<file path="config.mk">
export PLATFORM = sky130hd
export DESIGN_NAME = ps2_rx_regs
export DESIGN_NICKNAME = d
export VERILOG_FILES = /design/src/rtl/ps2_rx_regs.sv
export SDC_FILE = /design/constraint.sdc
export NUM_CORES = 1
export LEC_CHECK = 0
export ABC_AREA = 1
export CAP_MARGIN = 30
export CORE_UTILIZATION = 45
export CTS_BUF_LIST = sky130_fd_sc_hd__clkbuf_4 sky130_fd_sc_hd__clkbuf_8
export DETAILED_ROUTE_END_ITERATION = 10
export GPL_ROUTABILITY_DRIVEN = 0
export GPL_TIMING_DRIVEN = 0
export SYNTH_ARGS = -nofsm -noshare
export SYNTH_HDL_FRONTEND = slang
export SYNTH_SLANG_ARGS = --single-unit
</file>
<file path="constraint.sdc">
create_clock -name clk -period 4.65 [get_ports clk]
set_input_delay 1.1625 -clock clk [delete_from_list [all_inputs] [get_ports clk]]
set_output_delay 1.1625 -clock clk [all_outputs]
set_load 0.05 [all_outputs]
</file>
<file path="src/rtl/ps2_rx_regs.sv">
// PS/2 keyboard receiver with an 8-bit CPU register file.
// Scan codes are collected by a small receive FSM, stored in a FIFO, and read
// back through a registered read bus. irq stays high while data is pending and
// the interrupt is enabled.
module ps2_rx_regs #(
    parameter int N       = 13,
    parameter int M       = 8,
    parameter int DEPTH   = 16,
    parameter int TIMEOUT = 50000
) (
    input  logic         clk,
    input  logic         reset,
    input  logic         sncs,
    input  logic         snwe,
    input  logic [N-1:0] buffer_addr,
    input  logic [M-1:0] buffer_data,
    input  logic         ps2_clk,
    input  logic         ps2_data,
    output logic [M-1:0] rdBus,
    output logic         irq
);

    localparam int AW = $clog2(DEPTH);
    localparam int CW = AW + 1;
    localparam int TW = $clog2(TIMEOUT + 1);

    typedef enum logic [1:0] {
        S_IDLE   = 2'd0,
        S_DATA   = 2'd1,
        S_PARITY = 2'd2,
        S_STOP   = 2'd3
    } state_t;

    // PS/2 line synchronisers (idle level of both lines is high)
    logic ps2c_s1_q, ps2c_s1_d;
    logic ps2c_s2_q, ps2c_s2_d;
    logic ps2c_prev_q, ps2c_prev_d;
    logic ps2d_s1_q, ps2d_s1_d;
    logic ps2d_s2_q, ps2d_s2_d;
    logic fall;
    logic rx_bit;

    // Receive FSM
    state_t        state_q, state_d;
    logic [2:0]    bitcnt_q, bitcnt_d;
    logic [7:0]    shift_q, shift_d;
    logic          parity_q, parity_d;
    logic [TW-1:0] tocnt_q, tocnt_d;
    logic          rx_push;
    logic          rx_err;

    // Bus interface tracking
    logic snwe_prev_q, snwe_prev_d;
    logic sncs_prev_q, sncs_prev_d;
    logic acc_wr_q, acc_wr_d;
    logic last_addr0_q, last_addr0_d;
    logic wr_stb;
    logic cs_rise;
    logic pop_req;
    logic wr_ctrl;
    logic flush;
    logic clr;

    // Registers and FIFO
    logic          irq_en_q, irq_en_d;
    logic          ovf_q, ovf_d;
    logic          err_q, err_d;
    logic [7:0]    mem_q [DEPTH];
    logic [7:0]    mem_d [DEPTH];
    logic [AW-1:0] wr_ptr_q, wr_ptr_d;
    logic [AW-1:0] rd_ptr_q, rd_ptr_d;
    logic [CW-1:0] count_q, count_d;
    logic          full;
    logic          nempty;
    logic          do_push;
    logic          do_pop;
    logic          ovf_set;

    // Read path and interrupt
    logic [7:0]   rd_byte;
    logic [M-1:0] rdbus_q, rdbus_d;
    logic         irq_q, irq_d;

    // Only the low address bits and low control bits carry meaning.
    logic unused_bits;
    assign unused_bits = ^{buffer_addr[N-1:2], buffer_data[M-1:3]};

    // Next values of the two-flop synchronisers and the edge history flop
    always_comb begin
        ps2c_s1_d   = ps2_clk;
        ps2c_s2_d   = ps2c_s1_q;
        ps2c_prev_d = ps2c_s2_q;
        ps2d_s1_d   = ps2_data;
        ps2d_s2_d   = ps2d_s1_q;
    end

    assign fall   = ps2c_prev_q & ~ps2c_s2_q;
    assign rx_bit = ps2d_s2_q;

    // Receive FSM next-state: frame sequencing, bit shifting and timeout count
    always_comb begin
        state_d  = state_q;
        bitcnt_d = bitcnt_q;
        shift_d  = shift_q;
        parity_d = parity_q;
        tocnt_d  = '0;
        if (state_q == S_IDLE) begin
            if (fall && !rx_bit) begin
                state_d  = S_DATA;
                bitcnt_d = 3'd0;
            end
        end else if (fall) begin
            case (state_q)
                S_DATA: begin
                    shift_d  = {rx_bit, shift_q[7:1]};
                    bitcnt_d = bitcnt_q + 3'd1;
                    if (bitcnt_q == 3'd7) begin
                        state_d = S_PARITY;
                    end
                end
                S_PARITY: begin
                    parity_d = rx_bit;
                    state_d  = S_STOP;
                end
                default: begin
                    state_d = S_IDLE;
                end
            endcase
        end else if (tocnt_q == TW'(TIMEOUT)) begin
            state_d = S_IDLE;
        end else begin
            tocnt_d = tocnt_q + 1'b1;
        end
    end

    // Receive FSM outputs: accept a finished byte or flag a framing error
    always_comb begin
        rx_push = 1'b0;
        rx_err  = 1'b0;
        if (state_q != S_IDLE) begin
            if (fall) begin
                if (state_q == S_STOP) begin
                    if (rx_bit && (^{shift_q, parity_q})) begin
                        rx_push = 1'b1;
                    end else begin
                        rx_err = 1'b1;
                    end
                end
            end else if (tocnt_q == TW'(TIMEOUT)) begin
                rx_err = 1'b1;
            end
        end
    end

    assign wr_stb  = ~snwe_prev_q & snwe & ~sncs;
    assign cs_rise = ~sncs_prev_q & sncs;
    // A data read is judged on the address seen on the final selected cycle.
    assign pop_req = cs_rise & last_addr0_q & ~acc_wr_q;
    assign wr_ctrl = wr_stb & (buffer_addr[1:0] == 2'd2);
    assign flush   = wr_ctrl & buffer_data[2];
    assign clr     = wr_ctrl & buffer_data[1];

    // Bus cycle tracking: strobe edges, write-in-cycle flag, last address
    always_comb begin
        snwe_prev_d = snwe;
        sncs_prev_d = sncs;
        if (!sncs) begin
            acc_wr_d     = acc_wr_q | wr_stb;
            last_addr0_d = (buffer_addr[1:0] == 2'd0);
        end else begin
            acc_wr_d     = 1'b0;
            last_addr0_d = 1'b0;
        end
    end

    assign full    = (count_q == CW'(DEPTH));
    assign nempty  = (count_q != '0);
    assign do_pop  = pop_req & nempty;
    // A full FIFO still accepts a byte when a pop frees a slot the same cycle.
    assign do_push = rx_push & (~full | do_pop);
    assign ovf_set = rx_push & full & ~do_pop;

    // FIFO and control register updates; flush overrides push and pop
    always_comb begin
        mem_d    = mem_q;
        wr_ptr_d = wr_ptr_q;
        rd_ptr_d = rd_ptr_q;
        count_d  = count_q;
        irq_en_d = wr_ctrl ? buffer_data[0] : irq_en_q;
        ovf_d    = (ovf_q & ~clr) | (ovf_set & ~flush);
        err_d    = (err_q & ~clr) | rx_err;
        if (flush) begin
            wr_ptr_d = '0;
            rd_ptr_d = '0;
            count_d  = '0;
        end else begin
            if (do_push) begin
                mem_d[wr_ptr_q] = shift_q;
                wr_ptr_d        = wr_ptr_q + 1'b1;
            end
            if (do_pop) begin
                rd_ptr_d = rd_ptr_q + 1'b1;
            end
            case ({do_push, do_pop})
                2'b10:   count_d = count_q + 1'b1;
                2'b01:   count_d = count_q - 1'b1;
                default: count_d = count_q;
            endcase
        end
    end

    // Register read mux and interrupt level
    always_comb begin
        case (buffer_addr[1:0])
            2'd0:    rd_byte = nempty ? mem_q[rd_ptr_q] : 8'h00;
            2'd1:    rd_byte = {3'b000, irq_en_q, err_q, ovf_q, full, nempty};
            2'd2:    rd_byte = {7'b0000000, irq_en_q};
            default: rd_byte = 8'(count_q);
        endcase
        rdbus_d = M'(rd_byte);
        irq_d   = irq_en_q & nempty;
    end

    // Control state registers with synchronous reset
    always_ff @(posedge clk) begin
        if (reset) begin
            ps2c_s1_q    <= 1'b1;
            ps2c_s2_q    <= 1'b1;
            ps2c_prev_q  <= 1'b1;
            ps2d_s1_q    <= 1'b1;
            ps2d_s2_q    <= 1'b1;
            state_q      <= S_IDLE;
            bitcnt_q     <= 3'd0;
            tocnt_q      <= '0;
            snwe_prev_q  <= 1'b1;
            sncs_prev_q  <= 1'b1;
            acc_wr_q     <= 1'b0;
            last_addr0_q <= 1'b0;
            irq_en_q     <= 1'b0;
            ovf_q        <= 1'b0;
            err_q        <= 1'b0;
            wr_ptr_q     <= '0;
            rd_ptr_q     <= '0;
            count_q      <= '0;
            rdbus_q      <= '0;
            irq_q        <= 1'b0;
        end else begin
            ps2c_s1_q    <= ps2c_s1_d;
            ps2c_s2_q    <= ps2c_s2_d;
            ps2c_prev_q  <= ps2c_prev_d;
            ps2d_s1_q    <= ps2d_s1_d;
            ps2d_s2_q    <= ps2d_s2_d;
            state_q      <= state_d;
            bitcnt_q     <= bitcnt_d;
            tocnt_q      <= tocnt_d;
            snwe_prev_q  <= snwe_prev_d;
            sncs_prev_q  <= sncs_prev_d;
            acc_wr_q     <= acc_wr_d;
            last_addr0_q <= last_addr0_d;
            irq_en_q     <= irq_en_d;
            ovf_q        <= ovf_d;
            err_q        <= err_d;
            wr_ptr_q     <= wr_ptr_d;
            rd_ptr_q     <= rd_ptr_d;
            count_q      <= count_d;
            rdbus_q      <= rdbus_d;
            irq_q        <= irq_d;
        end
    end

    // Datapath storage: shift register, parity and FIFO contents, no reset
    always_ff @(posedge clk) begin
        shift_q  <= shift_d;
        parity_q <= parity_d;
        mem_q    <= mem_d;
    end

    assign rdBus = rdbus_q;
    assign irq   = irq_q;

endmodule

</file>
==> run metrics <==
EDFF count, synth 137; Mapped Area 0.00813 mm²; CTS tree yes; vias in the first global route 5414; Worst EP required 5.06 ns; Pleak 3.17 nW; area delta synth->final 11.4%; simple-gate share of the synthesized area 16.4%; Peak VDD IR 0.000247 V; CTS Hold Bufs 0; Setup crit end kind flop; IO buf count 18; Worst-Margin Slew 0.980 ns; setup_tns 0 ns; Synth Area in Compound Gates 10.3%; Top FF cell, synth edfxtp_1; H-tree depth 4; DR DRC count 0; Final min period 3.66 ns; critical path class input pin to flop; RSZ-0062 raised after global routing false; first-pass GRT wire length 29.6 mm; Synth Area per Inst 10.6 µm²; Die ar. 0.0186 mm²; Synth Register Bits 192; post-DR vias/cell 5.47; mux contribution to synthesized area 0%; DP HPWL 13.0 mm; IO Pins 36; number of distinct library cells after synthesis 34; yosys warns 0; post-DR wirelength/cell 18.6 µm; synthesized netlist cell count 770; die width 136 µm; maximum clock rate 273 MHz; layout cell share with drive strength beyond 1 9.02%; Diodes inserted 0; reported max-cap violation count 0; CP max FO 5; largest family of logic cells by synthesized area simple AND/OR/NAND/NOR gates; syn_nets 815; Max Clock Skew 0.0139 ns; R2R Setup Slk 1.15 ns; Pre-antenna DRT Iters 5; asr flop ratio synth 0%; post-CTS resize count 0; Clock Latency Late Sink 0.48 ns; initial core utilization 46.5%; adder-cell area share of the yosys netlist 2.86%; Die H 136 µm; Setup crit start kind input pin; Cell Rows 48; vias 5716; Fin Hold WS 0.416 ns; drt first-iter violations 435; Max Slew Vio Count 0; HP Class flop to flop; GRT overflow 0; Slew HR 34.5%; outcome finished clean; Seq/Total Area, Yosys 64.2%; Pwr per Cell Area 359 mW/mm²; cts bufs inserted 17; Root Buffer clkbuf_8; Clock Sinks 192; initial antenna violation count 0; top area cells in the synthesized netlist edfxtp_1 (51%), dfxtp_1 (14%), nor2_1 (5.0%); synthesized-area fraction occupied by xor and xnor cells 1.40%; Global Route Usage Sum 22.0%; cell type with the largest total area after synthesis edfxtp_1; largest net degree at the start of global routing 21; fin crit share 78.8%; Antenna Violating Nets Remaining 0; postcts setup bufs 0; fin nets 852; core area 0.0175 mm²; Synth top area share 50.6%; Final Setup Violations 0; Reg clk slew, reported paths 0.09 ns; crit path DAT 4.08 ns; clock buffer depth 2; Routed WL 19.4 mm; Hold Vio Cnt, Final 0
-- critical path, stage by stage --
cell and delay [ns]:
clkdlybuf4s50_1 0.54, inv_1 0.08, nor3_1 0.35, nor2_2 0.14
inv_1 0.15, nand3_1 0.23, ha_1 0.37, fa_1 0.43
nand2_1 0.08, nand2_1 0.04, a21oi_1 0.14, xor2_1 0.16
nand2_1 0.07, a21oi_1 0.11
-- layout by cell type, fill, tap and decap left out, drive strengths merged --
| master | netlist | routed |
|---|---|---|
| fa | 1 | 1 |
| buf | 16 | 16 |
| nand3 | 50 | 50 |
| bufinv | 0 | 5 |
| a31oi | 4 | 4 |
| a21oi | 30 | 30 |
| o22ai | 13 | 13 |
| nor3 | 9 | 9 |
| clkdlybuf4s50 | 0 | 18 |
| xor2 | 9 | 9 |
| nor2 | 113 | 113 |
| clkinv | 1 | 5 |
| or2 | 7 | 7 |
| clkinvlp | 0 | 1 |
| dfxtp | 55 | 55 |
| a211oi | 1 | 1 |
| nor3b | 2 | 2 |
| ha | 17 | 17 |
| o21ai | 79 | 79 |
| o221ai | 8 | 8 |
| inv | 68 | 71 |
| o211ai | 14 | 14 |
| xnor2 | 4 | 4 |
| nor4 | 2 | 2 |
| nand2 | 105 | 105 |
| nand4 | 11 | 11 |
| edfxtp | 137 | 137 |
| clkbuf | 14 | 33 |
-- sequential cells by signal, summed over array words and instances (netlist names), 2 cells and up --
signal and cells:
mem_q 128, tocnt_q 16, rdBus 8, shift_q 8
count_q 5, rd_ptr_q 4, wr_ptr_q 4, bitcnt_q 3
state_q 2
-- stage by stage --
stage / setup slack (ns) / std cells / cell area [µm²] / power, mW / utilization [%]
5_1_grt: 0.780 / 1045 / 9050 / 3.36 / 51.8
2_1_floorplan: 1.52 / 770 / 8130 / 1.99 / -
6_report: 0.985 / 1045 / 9050 / 3.25 / 51.8
3_3_place_gp: 0.573 / 1013 / 8590 / 2.03 / 49.1
4_1_cts: 1.02 / 1045 / 9050 / 3.27 / 51.8
3_5_place_dp: 0.551 / 1013 / 8590 / 2.04 / 49.1
-- cell type report --
cell class              instances  area [µm²]
fillers                      1528        8420
flip-flops and latches        192        5220
multi-input cells             479        2520
well taps                     225         282
inverters                      69         259
clock buffers                  19         255
clock inverters                13         208
repair buffers                 18         180
plain buffers                  30         138
-- logic make-up (layout without fill, tap and decap cells) --
| family | count (synthesis) | count (layout) |
|---|---|---|
| AOI/OAI and AO/OA | 149 | 149 |
| adders and majority gates | 18 | 18 |
| buffers and inverters | 99 | 149 |
| DFF | 192 | 192 |
| xor gates and xnor gates | 13 | 13 |
| and+or+nand+nor | 299 | 299 |
-- path summary, 6_finish.rpt --
kind | startpoint | endpoint | depth (start not counted)
setup reg to reg | shift_q[4] | count_q[4] | 15
hold reg to reg | ps2d_s1_q | ps2d_s2_q | 1
hold / removal | ps2d_s1_q | ps2d_s2_q | 1
setup / recovery | sncs | count_q[4] | 14
-- layer usage --
metal / track usage (%) / vias to the layer above / share of wire, %
met5: 0 / - / 0
met4: 6.91 / 0 / 1.3
met3: 4.10 / 23 / 4.3
met2: 36.5 / 145 / 49
met1: 28.9 / 2797 / 46
li1: - / 2751 / -
-- cells in the mapped netlist, types with 3 or more instances --
library cell and number:
xor2_1 9, or2_2 7, xnor2_1 4, buf_2 14
nor2_2 4, nand2_1 101, nand2_2 4, o22ai_1 13
inv_1 66, o21ai_0 76, nor2_1 109, nand3_1 44
o21ai_1 3, a31oi_1 4, nand3_2 6, ha_1 17
clkbuf_1 14, o221ai_1 8, o211ai_1 14, nand4_1 11
a21oi_1 30, edfxtp_1 137, dfxtp_1 55, nor3_1 7
-- power by group --
part           internal, mW  total, mW  switching (mW)
clock                 0.663       1.25           0.589
sequential             1.83       1.85          0.0167
combinational        0.0529      0.154           0.101
(Power assumes the default switching activity.)
